**config.mk**
```make
export PLATFORM = sky130hd
export DESIGN_NAME = axi_lite_hash_slave_flat
export DESIGN_NICKNAME = d
export VERILOG_FILES = /design/src/rtl/axi_lite_hash_slave_if.sv /design/src/rtl/axi_lite_hash_slave.sv /design/src/flat_wrapper.sv
export SDC_FILE = /design/constraint.sdc
export NUM_CORES = 1
export LEC_CHECK = 0
export ABC_CLOCK_PERIOD_IN_PS = 3300
export CAP_MARGIN = 20
export CORE_MARGIN = 5
export CORE_UTILIZATION = 55
export DETAILED_ROUTE_END_ITERATION = 16
export GPL_TIMING_DRIVEN = 0
export PLACE_DENSITY = 0.85
export SYNTH_ARGS = -nofsm -noshare
export SYNTH_HDL_FRONTEND = slang
export SYNTH_SLANG_ARGS = --single-unit
```
**constraint.sdc**
```tcl
create_clock -name clk -period 3.3 [get_ports clk]
set_clock_uncertainty 0.2 [all_clocks]
set_input_delay 0.495 -clock clk [delete_from_list [all_inputs] [get_ports clk]]
set_output_delay 0.495 -clock clk [all_outputs]
set_load 0.005 [all_outputs]
```
**src/rtl/axi_lite_hash_slave_if.sv**
```systemverilog
// AXI4-Lite bus bundle between the system interconnect and the hash slave front-end.
// The master modport is the interconnect side; the slave modport is the register block.
interface axi_lite_hash_slave_if #(
    parameter int AXI_DATA_WIDTH = 32,
    parameter int AXI_ADDR_WIDTH = 5
);
    logic                          AWVALID;
    logic [AXI_ADDR_WIDTH-1:0]     AWADDR;
    logic [2:0]                    AWPROT;
    logic                          AWREADY;
    logic                          WVALID;
    logic [AXI_DATA_WIDTH-1:0]     WDATA;
    logic [AXI_DATA_WIDTH/8-1:0]   WSTRB;
    logic                          WREADY;
    logic                          BVALID;
    logic [1:0]                    BRESP;
    logic                          BREADY;
    logic                          ARVALID;
    logic [AXI_ADDR_WIDTH-1:0]     ARADDR;
    logic [2:0]                    ARPROT;
    logic                          ARREADY;
    logic                          RVALID;
    logic [AXI_DATA_WIDTH-1:0]     RDATA;
    logic [1:0]                    RRESP;
    logic                          RREADY;

    modport master (
        output AWVALID, AWADDR, AWPROT, input AWREADY,
        output WVALID, WDATA, WSTRB, input WREADY,
        input BVALID, BRESP, output BREADY,
        output ARVALID, ARADDR, ARPROT, input ARREADY,
        input RVALID, RDATA, RRESP, output RREADY
    );

    modport slave (
        input AWVALID, AWADDR, AWPROT, output AWREADY,
        input WVALID, WDATA, WSTRB, output WREADY,
        output BVALID, BRESP, input BREADY,
        input ARVALID, ARADDR, ARPROT, output ARREADY,
        output RVALID, RDATA, RRESP, input RREADY
    );
endinterface

```
**src/rtl/axi_lite_hash_slave.sv**
```systemverilog
// AXI4-Lite register front-end for the hash table core: KEY/DATA/CMD/STATUS/RESULT
// registers mapped onto a valid/ready command port and a single-beat response port.
module axi_lite_hash_slave #(
    parameter int KEY_WIDTH      = 32,
    parameter int DATA_WIDTH     = 32,
    parameter int AXI_DATA_WIDTH = 32,
    parameter int AXI_ADDR_WIDTH = 5
) (
    input  logic                   clk,
    input  logic                   rst_n,
    axi_lite_hash_slave_if.slave   s_axi,
    output logic                   tbl_req_valid,
    input  logic                   tbl_req_ready,
    output logic [1:0]             tbl_req_op,
    output logic [KEY_WIDTH-1:0]   tbl_req_key,
    output logic [DATA_WIDTH-1:0]  tbl_req_data,
    input  logic                   tbl_rsp_valid,
    input  logic                   tbl_rsp_hit,
    input  logic                   tbl_rsp_err,
    input  logic [DATA_WIDTH-1:0]  tbl_rsp_data
);
    localparam int STRB_WIDTH = AXI_DATA_WIDTH / 8;
    localparam logic [1:0] RESP_OKAY   = 2'b00;
    localparam logic [1:0] RESP_SLVERR = 2'b10;
    localparam logic [1:0] OP_LOOKUP   = 2'd2;

    typedef enum logic [1:0] {ST_IDLE, ST_REQ, ST_WAIT} state_t;
    state_t state_q, state_d;

    logic                       ready_en;
    logic                       aw_full, w_full;
    logic [AXI_ADDR_WIDTH-1:0]  aw_addr;
    logic [AXI_DATA_WIDTH-1:0]  w_data;
    logic [STRB_WIDTH-1:0]      w_strb;
    logic [AXI_DATA_WIDTH-1:0]  key_reg, data_reg;
    logic [DATA_WIDTH-1:0]      result_reg;
    logic                       done_q, hit_q, err_q;
    logic                       bvalid_q, rvalid_q;
    logic [1:0]                 bresp_q, rresp_q;
    logic [AXI_DATA_WIDTH-1:0]  rdata_q;

    logic                       busy, commit, key_we, data_we, cmd_launch;
    logic [1:0]                 wr_resp;
    logic                       aw_hs, w_hs, ar_hs, req_hs, rsp_take;
    logic [AXI_DATA_WIDTH-1:0]  status_word, rd_data_d;
    logic [1:0]                 rd_resp_d;
    logic                       unused_bits;

    // Ready outputs stay low during reset and for the first edge after release.
    assign s_axi.AWREADY = ready_en & ~aw_full;
    assign s_axi.WREADY  = ready_en & ~w_full;
    assign s_axi.ARREADY = ready_en & ~rvalid_q;
    assign s_axi.BVALID  = bvalid_q;
    assign s_axi.BRESP   = bresp_q;
    assign s_axi.RVALID  = rvalid_q;
    assign s_axi.RRESP   = rresp_q;
    assign s_axi.RDATA   = rdata_q;

    assign aw_hs    = s_axi.AWVALID & s_axi.AWREADY;
    assign w_hs     = s_axi.WVALID & s_axi.WREADY;
    assign ar_hs    = s_axi.ARVALID & s_axi.ARREADY;
    assign busy     = (state_q != ST_IDLE);
    assign commit   = aw_full & w_full & ~bvalid_q;
    assign req_hs   = (state_q == ST_REQ) & tbl_req_ready;
    assign rsp_take = (state_q == ST_WAIT) & tbl_rsp_valid;
    assign tbl_req_valid = (state_q == ST_REQ);
    assign status_word   = AXI_DATA_WIDTH'({err_q, hit_q, done_q, busy});
    assign unused_bits   = ^{s_axi.AWPROT, s_axi.ARPROT, aw_addr, s_axi.ARADDR};

    function automatic logic [AXI_DATA_WIDTH-1:0] merge_bytes(
        input logic [AXI_DATA_WIDTH-1:0] old_val,
        input logic [AXI_DATA_WIDTH-1:0] new_val,
        input logic [STRB_WIDTH-1:0]     strb
    );
        logic [AXI_DATA_WIDTH-1:0] res;
        res = old_val;
        for (int i = 0; i < STRB_WIDTH; i++) begin
            if (strb[i]) res[8*i +: 8] = new_val[8*i +: 8];
        end
        return res;
    endfunction

    // Decode the committing write; a busy unit rejects any CMD write outright.
    always_comb begin
        wr_resp    = RESP_OKAY;
        key_we     = 1'b0;
        data_we    = 1'b0;
        cmd_launch = 1'b0;
        if (commit) begin
            case (aw_addr[4:2])
                3'd0: key_we = 1'b1;
                3'd1: data_we = 1'b1;
                3'd2: begin
                    if (busy) wr_resp = RESP_SLVERR;
                    else if (w_strb[0] && (w_data[1:0] != 2'd0)) cmd_launch = 1'b1;
                end
                default: wr_resp = RESP_SLVERR;
            endcase
        end
    end

    always_comb begin
        rd_data_d = '0;
        rd_resp_d = RESP_OKAY;
        case (s_axi.ARADDR[4:2])
            3'd0: rd_data_d = key_reg;
            3'd1: rd_data_d = data_reg;
            3'd2: rd_data_d = '0;
            3'd3: rd_data_d = status_word;
            3'd4: rd_data_d = AXI_DATA_WIDTH'(result_reg);
            default: rd_resp_d = RESP_SLVERR;
        endcase
    end

    always_comb begin
        state_d = state_q;
        case (state_q)
            ST_IDLE: if (cmd_launch) state_d = ST_REQ;
            ST_REQ:  if (tbl_req_ready) state_d = ST_WAIT;
            ST_WAIT: if (tbl_rsp_valid) state_d = ST_IDLE;
            default: state_d = ST_IDLE;
        endcase
    end

    always_ff @(posedge clk or negedge rst_n) begin
        if (!rst_n) state_q <= ST_IDLE;
        else        state_q <= state_d;
    end

    // AW/W holding registers and the B channel; a new commit waits for the B handshake.
    always_ff @(posedge clk or negedge rst_n) begin
        if (!rst_n) begin
            ready_en <= 1'b0;
            aw_full  <= 1'b0;
            w_full   <= 1'b0;
            aw_addr  <= '0;
            w_data   <= '0;
            w_strb   <= '0;
            bvalid_q <= 1'b0;
            bresp_q  <= RESP_OKAY;
        end else begin
            ready_en <= 1'b1;
            if (aw_hs) begin
                aw_full <= 1'b1;
                aw_addr <= s_axi.AWADDR;
            end else if (commit) begin
                aw_full <= 1'b0;
            end
            if (w_hs) begin
                w_full <= 1'b1;
                w_data <= s_axi.WDATA;
                w_strb <= s_axi.WSTRB;
            end else if (commit) begin
                w_full <= 1'b0;
            end
            if (commit) begin
                bvalid_q <= 1'b1;
                bresp_q  <= wr_resp;
            end else if (s_axi.BREADY) begin
                bvalid_q <= 1'b0;
            end
        end
    end

    always_ff @(posedge clk or negedge rst_n) begin
        if (!rst_n) begin
            rvalid_q <= 1'b0;
            rdata_q  <= '0;
            rresp_q  <= RESP_OKAY;
        end else if (ar_hs) begin
            rvalid_q <= 1'b1;
            rdata_q  <= rd_data_d;
            rresp_q  <= rd_resp_d;
        end else if (s_axi.RREADY) begin
            rvalid_q <= 1'b0;
        end
    end

    // Register file, request snapshot and status flags owned by the command sequence.
    always_ff @(posedge clk or negedge rst_n) begin
        if (!rst_n) begin
            key_reg      <= '0;
            data_reg     <= '0;
            result_reg   <= '0;
            done_q       <= 1'b0;
            hit_q        <= 1'b0;
            err_q        <= 1'b0;
            tbl_req_op   <= 2'd0;
            tbl_req_key  <= '0;
            tbl_req_data <= '0;
        end else begin
            if (key_we)  key_reg  <= merge_bytes(key_reg, w_data, w_strb);
            if (data_we) data_reg <= merge_bytes(data_reg, w_data, w_strb);
            if (cmd_launch) begin
                tbl_req_op   <= w_data[1:0];
                tbl_req_key  <= key_reg[KEY_WIDTH-1:0];
                tbl_req_data <= data_reg[DATA_WIDTH-1:0];
                done_q       <= 1'b0;
                hit_q        <= 1'b0;
                err_q        <= 1'b0;
            end
            if (rsp_take && !req_hs) begin
                done_q <= 1'b1;
                hit_q  <= tbl_rsp_hit;
                err_q  <= tbl_rsp_err;
                if (tbl_req_op == OP_LOOKUP && tbl_rsp_hit) result_reg <= tbl_rsp_data;
            end
        end
    end
endmodule
```
**src/flat_wrapper.sv**
```systemverilog
// flat-port wrapper written by rule: the top's interface ports become plain ports
module axi_lite_hash_slave_flat 
#(
    parameter int KEY_WIDTH      = 32,
    parameter int DATA_WIDTH     = 32,
    parameter int AXI_DATA_WIDTH = 32,
    parameter int AXI_ADDR_WIDTH = 5
)
  (clk, rst_n, tbl_req_valid, tbl_req_ready, tbl_req_op, tbl_req_key, tbl_req_data, tbl_rsp_valid, tbl_rsp_hit, tbl_rsp_err, tbl_rsp_data, s_axi_AWVALID, s_axi_AWADDR, s_axi_AWPROT, s_axi_AWREADY, s_axi_WVALID, s_axi_WDATA, s_axi_WSTRB, s_axi_WREADY, s_axi_BVALID, s_axi_BRESP, s_axi_BREADY, s_axi_ARVALID, s_axi_ARADDR, s_axi_ARPROT, s_axi_ARREADY, s_axi_RVALID, s_axi_RDATA, s_axi_RRESP, s_axi_RREADY);
  axi_lite_hash_slave_if #(.AXI_DATA_WIDTH(AXI_DATA_WIDTH), .AXI_ADDR_WIDTH(AXI_ADDR_WIDTH)) s_axi_i ();
  input  logic clk;
  input  logic rst_n;
  output logic tbl_req_valid;
  input  logic tbl_req_ready;
  output logic [1:0] tbl_req_op;
  output logic [KEY_WIDTH-1:0] tbl_req_key;
  output logic [DATA_WIDTH-1:0] tbl_req_data;
  input  logic tbl_rsp_valid;
  input  logic tbl_rsp_hit;
  input  logic tbl_rsp_err;
  input  logic [DATA_WIDTH-1:0] tbl_rsp_data;
  input wire logic [$bits(s_axi_i.AWVALID)-1:0] s_axi_AWVALID;
  input wire logic [$bits(s_axi_i.AWADDR)-1:0] s_axi_AWADDR;
  input wire logic [$bits(s_axi_i.AWPROT)-1:0] s_axi_AWPROT;
  output wire logic [$bits(s_axi_i.AWREADY)-1:0] s_axi_AWREADY;
  input wire logic [$bits(s_axi_i.WVALID)-1:0] s_axi_WVALID;
  input wire logic [$bits(s_axi_i.WDATA)-1:0] s_axi_WDATA;
  input wire logic [$bits(s_axi_i.WSTRB)-1:0] s_axi_WSTRB;
  output wire logic [$bits(s_axi_i.WREADY)-1:0] s_axi_WREADY;
  output wire logic [$bits(s_axi_i.BVALID)-1:0] s_axi_BVALID;
  output wire logic [$bits(s_axi_i.BRESP)-1:0] s_axi_BRESP;
  input wire logic [$bits(s_axi_i.BREADY)-1:0] s_axi_BREADY;
  input wire logic [$bits(s_axi_i.ARVALID)-1:0] s_axi_ARVALID;
  input wire logic [$bits(s_axi_i.ARADDR)-1:0] s_axi_ARADDR;
  input wire logic [$bits(s_axi_i.ARPROT)-1:0] s_axi_ARPROT;
  output wire logic [$bits(s_axi_i.ARREADY)-1:0] s_axi_ARREADY;
  output wire logic [$bits(s_axi_i.RVALID)-1:0] s_axi_RVALID;
  output wire logic [$bits(s_axi_i.RDATA)-1:0] s_axi_RDATA;
  output wire logic [$bits(s_axi_i.RRESP)-1:0] s_axi_RRESP;
  input wire logic [$bits(s_axi_i.RREADY)-1:0] s_axi_RREADY;
  assign s_axi_i.AWVALID = s_axi_AWVALID;
  assign s_axi_i.AWADDR = s_axi_AWADDR;
  assign s_axi_i.AWPROT = s_axi_AWPROT;
  assign s_axi_AWREADY = s_axi_i.AWREADY;
  assign s_axi_i.WVALID = s_axi_WVALID;
  assign s_axi_i.WDATA = s_axi_WDATA;
  assign s_axi_i.WSTRB = s_axi_WSTRB;
  assign s_axi_WREADY = s_axi_i.WREADY;
  assign s_axi_BVALID = s_axi_i.BVALID;
  assign s_axi_BRESP = s_axi_i.BRESP;
  assign s_axi_i.BREADY = s_axi_BREADY;
  assign s_axi_i.ARVALID = s_axi_ARVALID;
  assign s_axi_i.ARADDR = s_axi_ARADDR;
  assign s_axi_i.ARPROT = s_axi_ARPROT;
  assign s_axi_ARREADY = s_axi_i.ARREADY;
  assign s_axi_RVALID = s_axi_i.RVALID;
  assign s_axi_RDATA = s_axi_i.RDATA;
  assign s_axi_RRESP = s_axi_i.RRESP;
  assign s_axi_i.RREADY = s_axi_RREADY;
  axi_lite_hash_slave #(.KEY_WIDTH(KEY_WIDTH), .DATA_WIDTH(DATA_WIDTH), .AXI_DATA_WIDTH(AXI_DATA_WIDTH), .AXI_ADDR_WIDTH(AXI_ADDR_WIDTH)) u_core (.clk(clk), .rst_n(rst_n), .s_axi(s_axi_i), .tbl_req_valid(tbl_req_valid), .tbl_req_ready(tbl_req_ready), .tbl_req_op(tbl_req_op), .tbl_req_key(tbl_req_key), .tbl_req_data(tbl_req_data), .tbl_rsp_valid(tbl_rsp_valid), .tbl_rsp_hit(tbl_rsp_hit), .tbl_rsp_err(tbl_rsp_err), .tbl_rsp_data(tbl_rsp_data));
endmodule
```
# Word level (Yosys, flattened, before mapping)
# Cells that the tools add are included.
[classes] reduce_logical=26 n_eq_ne=12 bitwise=14 n_mux=27
[ops] cell="$pmux 32 s4" count=1
[ops] cell="$mux 1" count=19
[ops] cell="$reduce_and 2->1" count=9
[ops] cell="$reduce_bool 2->1" count=7
[ops] cell="$and 1x1->1" count=10
[ops] cell="$mux 2" count=5
[ops] cell="$eq 3x2->1 const B" count=3
[ops] cell="$eq 3x1->1 const B" count=2
[ops] cell="$logic_not 3->1" count=2
[ops] cell="$pmux 2 s3" count=1
[ops] cell="$reduce_or 5->1" count=1
[ops] cell="$eq 2x2->1 const B" count=2
[ops] cell="$ne 2x1->1 const B" count=2
[ops] cell="$not 1->1" count=4
[ops] cell="$pmux 2 s2" count=1
[ops] cell="$eq 3x3->1 const B" count=1
[ops] cell="$logic_and 1x1->1" count=3
[ops] cell="$reduce_and 3->1" count=1
[ops] cell="$eq 2x1->1 const B" count=1
[ops] cell="$logic_not 2->1" count=1
[ops] cell="$ne 2x2->1 const B" count=1
[ops] cell="$reduce_or 2->1" count=1
[ops] cell="$logic_not 1->1" count=1
[word_totals] wordCells=106 out_inout_bits=108 ff_bits=249 input_bits=95

# Longest topological paths before layout
[logic_depth] depth_word=8 ltp_mapped=5 mapped_depth_nobuf=3

# Worst setup path after synthesis
# Ideal clock, no wire load.
[synth_timing] kind="register -> register" start="register u_core.aw_addr[4]" end="register u_core.tbl_req_data[10]" stages_incl_launch_ff=6 path_slack_ns=1.209 t_arrival_ns=1.766 path_buffers=2 required_ns=2.975 cell_sequence="dfrtp_1 > clkbuf_1 > or4_4 > nor3_4 > buf_6 > mux2_2"
[synth_via] elab_chain_len=3
[synth_rtl] item="start, declared" line_no="axi_lite_hash_slave.sv:32" rtl="logic [AXI_ADDR_WIDTH-1:0] aw_addr;"
[synth_rtl] item="start signal, assigned" line_no="axi_lite_hash_slave.sv:145" rtl="aw_addr <= s_axi.AWADDR;"
[synth_rtl] item="$eq 3x2->1" line_no="axi_lite_hash_slave.sv:90" rtl="case (aw_addr[4:2])"
[synth_rtl] item="$mux 1" line_no="axi_lite_hash_slave.sv:90"
[synth_rtl] item="$mux 1" line_no="axi_lite_hash_slave.sv:89" rtl="if (commit) begin"
[synth_rtl] item="end signal, assigned" line_no="axi_lite_hash_slave.sv:197" rtl="tbl_req_data <= data_reg[DATA_WIDTH-1:0];"
[synth_rtl] item="end, declared" line_no="axi_lite_hash_slave.sv:16" rtl="output logic [DATA_WIDTH-1:0] tbl_req_data,"
# No other way between the ends.
# A chain may end at the register's enable or synchronous reset.

# Final worst setup path
[layout_timing] start="register u_core.rvalid_q, in the netlist u_core.s_axi.RVALID" end="register u_core.rdata_q[15], in the netlist u_core.s_axi.RDATA[15]"
[layout_via] elab_chain_len=3
[layout_rtl] item="start, declared" line_no="axi_lite_hash_slave.sv:38" rtl="logic bvalid_q, rvalid_q;"
[layout_rtl] item="start signal, assigned" line_no="axi_lite_hash_slave.sv:167" rtl="rvalid_q <= 1'b0;"
[layout_rtl] item="start signal, assigned" line_no="axi_lite_hash_slave.sv:171" rtl="rvalid_q <= 1'b1;"
[layout_rtl] item="start signal, assigned" line_no="axi_lite_hash_slave.sv:175" rtl="rvalid_q <= 1'b0;"
[layout_rtl] item="$not 1->1" line_no="axi_lite_hash_slave.sv:52" rtl="assign s_axi.ARREADY = ready_en & ~rvalid_q;"
[layout_rtl] item="$and 1x1->1" line_no="axi_lite_hash_slave.sv:52"
[layout_rtl] item="$and 1x1->1" line_no="axi_lite_hash_slave.sv:61" rtl="assign ar_hs = s_axi.ARVALID & s_axi.ARREADY;"
[layout_rtl] item="end signal, assigned" line_no="axi_lite_hash_slave.sv:172" rtl="rdata_q <= rd_data_d;"
[layout_rtl] item="end, declared" line_no="axi_lite_hash_slave.sv:40" rtl="logic [AXI_DATA_WIDTH-1:0] rdata_q;"
# No other way between the ends.

==> impl_results.md <==
* Run status: finished clean
* Critical Path AT at slightly below 3 ns
* Fin area at 0.01293 sq mm
* Post_cts resized at 0
* First-pass GRT wire length at 38760 microns
* Reg clk slew, reported paths at 0.06 ns
* Crit. End Element: flip-flop
* CTS tree: done
* Total power at a little over 9 mW
* Crit share post-route at 80.95%
* DIE WIDTH at 144.0 microns
* CP peak stage delay at 0.88 ns
* Num ports at slightly above 200
* Pin count of the biggest net entering global routing at 130
* Wire per inst at ~22 microns
* Die height at 144.0 microns
* Worst-path cell chain: nand3b_1 -> a211oi_2 -> buf_2 -> a22o_1
* Syn Inst Count at about 640
* Port Buffers at 187
* Cells after DPL at approximately 1100
* Pre-antenna DRT Iters at 4
* CP max-delay cell: a211oi_2
* Area Overhead vs Synth at 30.88%
* Startpoint types: flip-flop
* Final hold viol count at 0
* Ys Warns at 0
* Post-synthesis cell type count at 36
* Routed Antenna Nets at 0
* ANT cells at 0
* Core ar. at ~0.018 sq mm
* Aggregate global-route resource usage at 24.33%
* Fin crit period at between 2 and 3 ns
* Non-Filler Instances at 1107
* Root buf cell: clkbuf_16
* Total grt overflow at 0
* Peak supply drop at 0.5033 mV
* Critical path type: flip-flop to flip-flop
* Place WS at 0.1353 ns
* CP Max Fanout at 10
* Sum of negative setup slack at 0 ns
* H-tree lvl count at 1
* Slew @ Worst Pin at 0.9115 ns
* Yosys reg bits at 245
* Mapped Avg Cell Area at between 15 and 20 sq um
* Synth Cell Area at 0.009882 sq mm
* Clock Path Buffers at 3
* Total Wirelength at approximately 25000 microns
* Critical Path RT at 3.54 ns
* Initial antenna violation count at 1
* Vias in the first global route at 7040
* Number of cell rows at between 40 and 50
* Worst skew pair latency at between 0.5 and 0.6 ns
* Final #Nets at roughly 960
* HP Class: flip-flop to flip-flop
* Via count at between 6000 and 7000
* Final setup violating endpoints at 0
* Max cap viols at 0
* Vias per inst at about 5.7
* Max Clock Freq at ~370 MHz
* 1st-iter DRT viols at 265
* Post-layout worst setup margin at between 0.6 and 0.7 ns
* CTS Buf Count at 25
* Max Slew Vio Count at 0
* Die area at 0.02075 sq mm
* Slew headroom at approximately 39%
* # fillers at 1141
* Post-DP HPWL at ~17000 microns
* Sequential area share after synthesis at between 60 and 70%
* RSZ-0062 raised after global routing: no
* Clk sink count at 245
* Final Wtd Congestion at 0.8404
* Leak Pwr at 6.053 nW
* Share of layout cells above drive strength 1 at 27.90%
* DRC at 0
* Placed instance area at about 0.012 sq mm
* PwrDens at around 700 mW/mm^2
* Initial core utilization at 55.39%
==> cells in the mapped netlist, drive strengths merged <==
master | n | area [sq um]
a211oi | 1 | 12.51
a21o | 1 | 7.510
a22o | 28 | 245.2
a32oi | 4 | 35.03
and3b | 1 | 8.760
buf | 19 | 140.1
clkbuf | 16 | 60.06
conb | 2 | 7.510
dfrtp | 245 | 6131
inv | 7 | 26.28
mux2 | 201 | 2263
mux2i | 33 | 330.3
nand2 | 13 | 48.80
nand2b | 1 | 6.260
nand3 | 1 | 5.000
nand3b | 3 | 22.52
nand4b | 7 | 61.31
nand4bb | 1 | 11.26
nor2 | 1 | 3.750
nor2b | 6 | 37.54
nor3 | 2 | 21.27
nor3b | 1 | 7.510
nor4b | 1 | 15.01
o211ai | 1 | 7.510
o21ai | 10 | 50.05
o221ai | 4 | 35.03
o22ai | 2 | 12.51
o2bb2ai | 28 | 245.2
or2 | 1 | 6.260
or3 | 1 | 6.260
or4 | 1 | 11.26
==> stage by stage <==
stage / util [%] / hold WS [ns]
after CTS: 72.49 / 0.2891
final: 72.49 / 0.2833
after global placement: 67.51 / 0.2668
after detailed placement: 67.73 / 0.2751
after floorplan: - / -0.0005910
after global routing: 72.49 / 0.3128
==> report_power, final <==
part | internal [mW] | switching (mW)
sequential | 3.77 | 0.598
combinational | 1.15 | 0.680
clock | 1.70 | 1.16
==> cells in the final DEF, fill, tap and decap left out, drive strengths merged, types with 9 or more instances in the layout <==
master / Yosys / layout
a22o: 28 / 28
buf: 19 / 22
clkbuf: 16 / 50
clkdlybuf4s50: 0 / 186
dfrtp: 245 / 245
inv: 7 / 9
mux2: 201 / 201
mux2i: 33 / 33
nand2: 13 / 13
o21ai: 10 / 10
o2bb2ai: 28 / 28
==> worst max-delay path: cells and delay by family (launching register included) <==
family / cells / cell delay, ns
DFF: 1 / 0.43
buffers and inverters: 1 / 0.40
AOI/OAI and AO/OA: 2 / 1.05
and+or+nand+nor: 1 / 0.50
==> cells by family (layout without fill, tap and decap cells) <==
group	count (synthesis)	count (layout)	share of synthesized area, %
flops	245	245	62.04
compound gates	79	79	6.584
other cells	2	3	0.07600
mux	234	234	26.25
buf+inv	42	276	2.292
simple gates	41	41	2.760
==> path summary, 6_finish.rpt <==
path,end,start,slack [ns],cells after the start
hold / removal,u_core.tbl_req_key[3],u_core.tbl_req_key[3],0.28,1
hold reg to reg,u_core.tbl_req_key[3],u_core.tbl_req_key[3],0.28,1
setup reg to reg,u_core.s_axi.RDATA[15],u_core.s_axi.RVALID,0.63,4
min in group asynchronous,u_core.tbl_req_key[27],rst_n,0.41,2
setup / recovery,u_core.s_axi.RDATA[15],u_core.s_axi.RVALID,0.63,4
max in group asynchronous,u_core.s_axi.RDATA[13],rst_n,1.40,3
==> what timing repair did <==
item	CTS	global route
endpoints found under the hold margin	116	0
buffers inserted	0	0
hold buffers	1	0
==> routing by layer <==
metal	track usage (%)	share of wire, %	up-vias
li1	-	-	2800
met1	32.34	42	3253
met2	40.27	49	199
met3	5.126	6.4	51
met4	8.226	3.1	2
met5	0	0.052	-
==> layout make-up <==
type	count	area (sq um)	share of cell area (%)
sequential	245	6131	47.40
multi-input combinational	357	3528	27.28
timing repair buffer	190	1922	14.86
clock buffer	34	729.5	5.640
tap	229	286.5	2.215
buffer	35	200.2	1.548
clock inverter	10	110.1	0.8513
inverter	7	26.28	0.2032
No activity file was read; power rests on OpenSTA's default activity.
==> RTL change, RTL diff (same flow settings) <==
Reset style: synchronous (`rst_n`), changed in 4 clocked blocks.
--- a/src/rtl/axi_lite_hash_slave.sv
+++ b/src/rtl/axi_lite_hash_slave.sv
@@ -122,13 +122,13 @@
         endcase
     end
 
-    always_ff @(posedge clk or negedge rst_n) begin
+    always_ff @(posedge clk) begin
         if (!rst_n) state_q <= ST_IDLE;
         else        state_q <= state_d;
     end
 
     // AW/W holding registers and the B channel; a new commit waits for the B handshake.
-    always_ff @(posedge clk or negedge rst_n) begin
+    always_ff @(posedge clk) begin
         if (!rst_n) begin
             ready_en <= 1'b0;
             aw_full  <= 1'b0;
@@ -162,7 +162,7 @@
         end
     end
 
-    always_ff @(posedge clk or negedge rst_n) begin
+    always_ff @(posedge clk) begin
         if (!rst_n) begin
             rvalid_q <= 1'b0;
             rdata_q  <= '0;
@@ -177,7 +177,7 @@
     end
 
     // Register file, request snapshot and status flags owned by the command sequence.
-    always_ff @(posedge clk or negedge rst_n) begin
+    always_ff @(posedge clk) begin
         if (!rst_n) begin
             key_reg      <= '0;
             data_reg     <= '0;
Formal check against the unedited RTL: differs if rst_n is asserted again (counterexample within 4 cycles, from zero or initial values and one cycle with rst_n low); with rst_n held inactive, the same outputs for 4 cycles.
==> RTL change against the unedited design <==
Routed wire length is 32% higher. Sequential cell count is the same. Die area is 1.8% higher. Register-to-register slack better by 350 ps. Worst setup slack gained 48 ps. Non-clock buffer count grew 68. Core utilization down 0.46 points. Final area rose by 0.39%. Area after synthesis rose by 1.9%. Largest cell class unchanged. Highest routed layer is now met4.
Power is not compared: it rests on default switching activity, and its combinational part moved more than twofold at a synthesized area within 25%.
==> RTL change: results (changes against the unedited design) <==
status:
  outcome: "complete, no violations"  # unchanged
grt:
  grtUsageTotal_pct: 29.2  # was 24.3%
  grt_util_met2_pct: 48.0  # was 40.3%
  grt_pass1_wl_um: 50400  # was 38800 um
  grt_use_met3_pct: 6.08  # was 5.13%
  grt_max_degree: 15  # was 130
  grt_pass1_vias: 9381  # was 7040
cells_and_area:
  drive_above_1_share_pct: 5.60  # was 27.9%
  fill_cells: 1339  # was 1141
  final_nets: 1435  # was 956
drt:
  vias: 9607  # was 6305
  maxUsedRoutingLayer: "met4"  # was met5
  drt_first_iter_violations: 1112  # was 265
  wl_met1_um: 12900  # was 10300 um
  first_pass_iters: 8  # was 4
  dr_wl_met2_um: 15300  # was 12200 um
  route.met3.wl_um: 3170  # was 1600 um
yosys:
  ys_seq_area_share_pct: 48.7  # was 62.0%
  yosys-top-cells-count: "245 x dfxtp_1, 213 x nand2_1, 138 x a21oi_1, 98 x mux2i_1, 97 x nand3_1"  # was 245 x dfrtp_1, 179 x mux2_2, 33 x mux2i_1, 28 x a22o_1, 28 x o2bb2ai_1
  synth_area_leaders: "dfxtp_1 49%, mux2i_1 9.7%, nand2_1 7.9%"  # was dfrtp_1 62%, mux2_2 20%, mux2i_1 3.3%
  synth-async-reset-ratio_pct: 0  # was 100%
  synth.distinct_cells: 46  # was 36
min_path:
  hp-class: "register to register"  # unchanged
  holdPathStages: 2  # was 1
placement:
  gp_congestion: 0.951  # was 0.840
  dp.final_hpwl_um: 23800  # was 17300 um
worst_setup_path:
  arrival_ps: 1930  # was 2920 ps
  cp_max_fo: 7  # was 10
clock_network:
  cts-buffers-inserted: 24  # was 25
sta:
  tightest_slew_ps: 920  # was 912 ps
==> RTL change: cell types whose count changed after synthesis, sizes merged, moves of 13 or more <==
| cell | change |
|---|---|
| mux2 | -197 |
| nand2 | +200 |
| a21oi | +139 |
| o21ai | +87 |
| buf | +13 |
| nand3 | +96 |
| dfxtp | +245 |
| dfrtp | -245 |
| clkbuf | +58 |
| mux2i | +65 |
==> RTL change: through the flow <==
stage               setup WS [ps]  std cells  utilization, %  instance area [um^2]
floorplan                    1440       1127               -                 10100
global placement              396       1543            67.9                 12200
detailed placement            350       1543            67.9                 12200
CTS                           692       1587            72.0                 13000
global route                  665       1587            72.0                 13000
finish                        676       1587            72.0                 13000
==> RTL change: final timing paths <==
path                      startpoint                       to  slack, ps
max reg2reg          u_core.ready_en   u_core.s_axi.RDATA[25]        980
min          u_core.tbl_req_data[15]  u_core.tbl_req_data[15]        250
min reg2reg  u_core.tbl_req_data[15]  u_core.tbl_req_data[15]        250
max                  u_core.ready_en            s_axi_ARREADY        680
==> RTL change: kinds of logic after synthesis <==
logic type             synth area share (%)
other                                0.0372
buffers and inverters                  5.49
muxes                                  10.2
AOI/OAI and AO/OA                      18.5
and+or+nand+nor                        17.1
DFF                                    48.7
==> RTL change: layout make-up <==
type                            count  share of cell area (%)
Buffer                            106                    4.20
Clock inverter                      6                   0.270
Clock buffer                       38                    5.50
Inverter                            2                  0.0578
Multi-Input combinational cell    774                    35.6
Tap cell                          229                    2.21
Timing Repair Buffer              187                    14.4
Sequential cell                   245                    37.8
==> RTL change: worst max-delay path, cell delays in order, from the launching register on <==
cell             delay [ps]
dfxtp_1                 450
nor2b_1                 380
clkdlybuf4s50_1         580
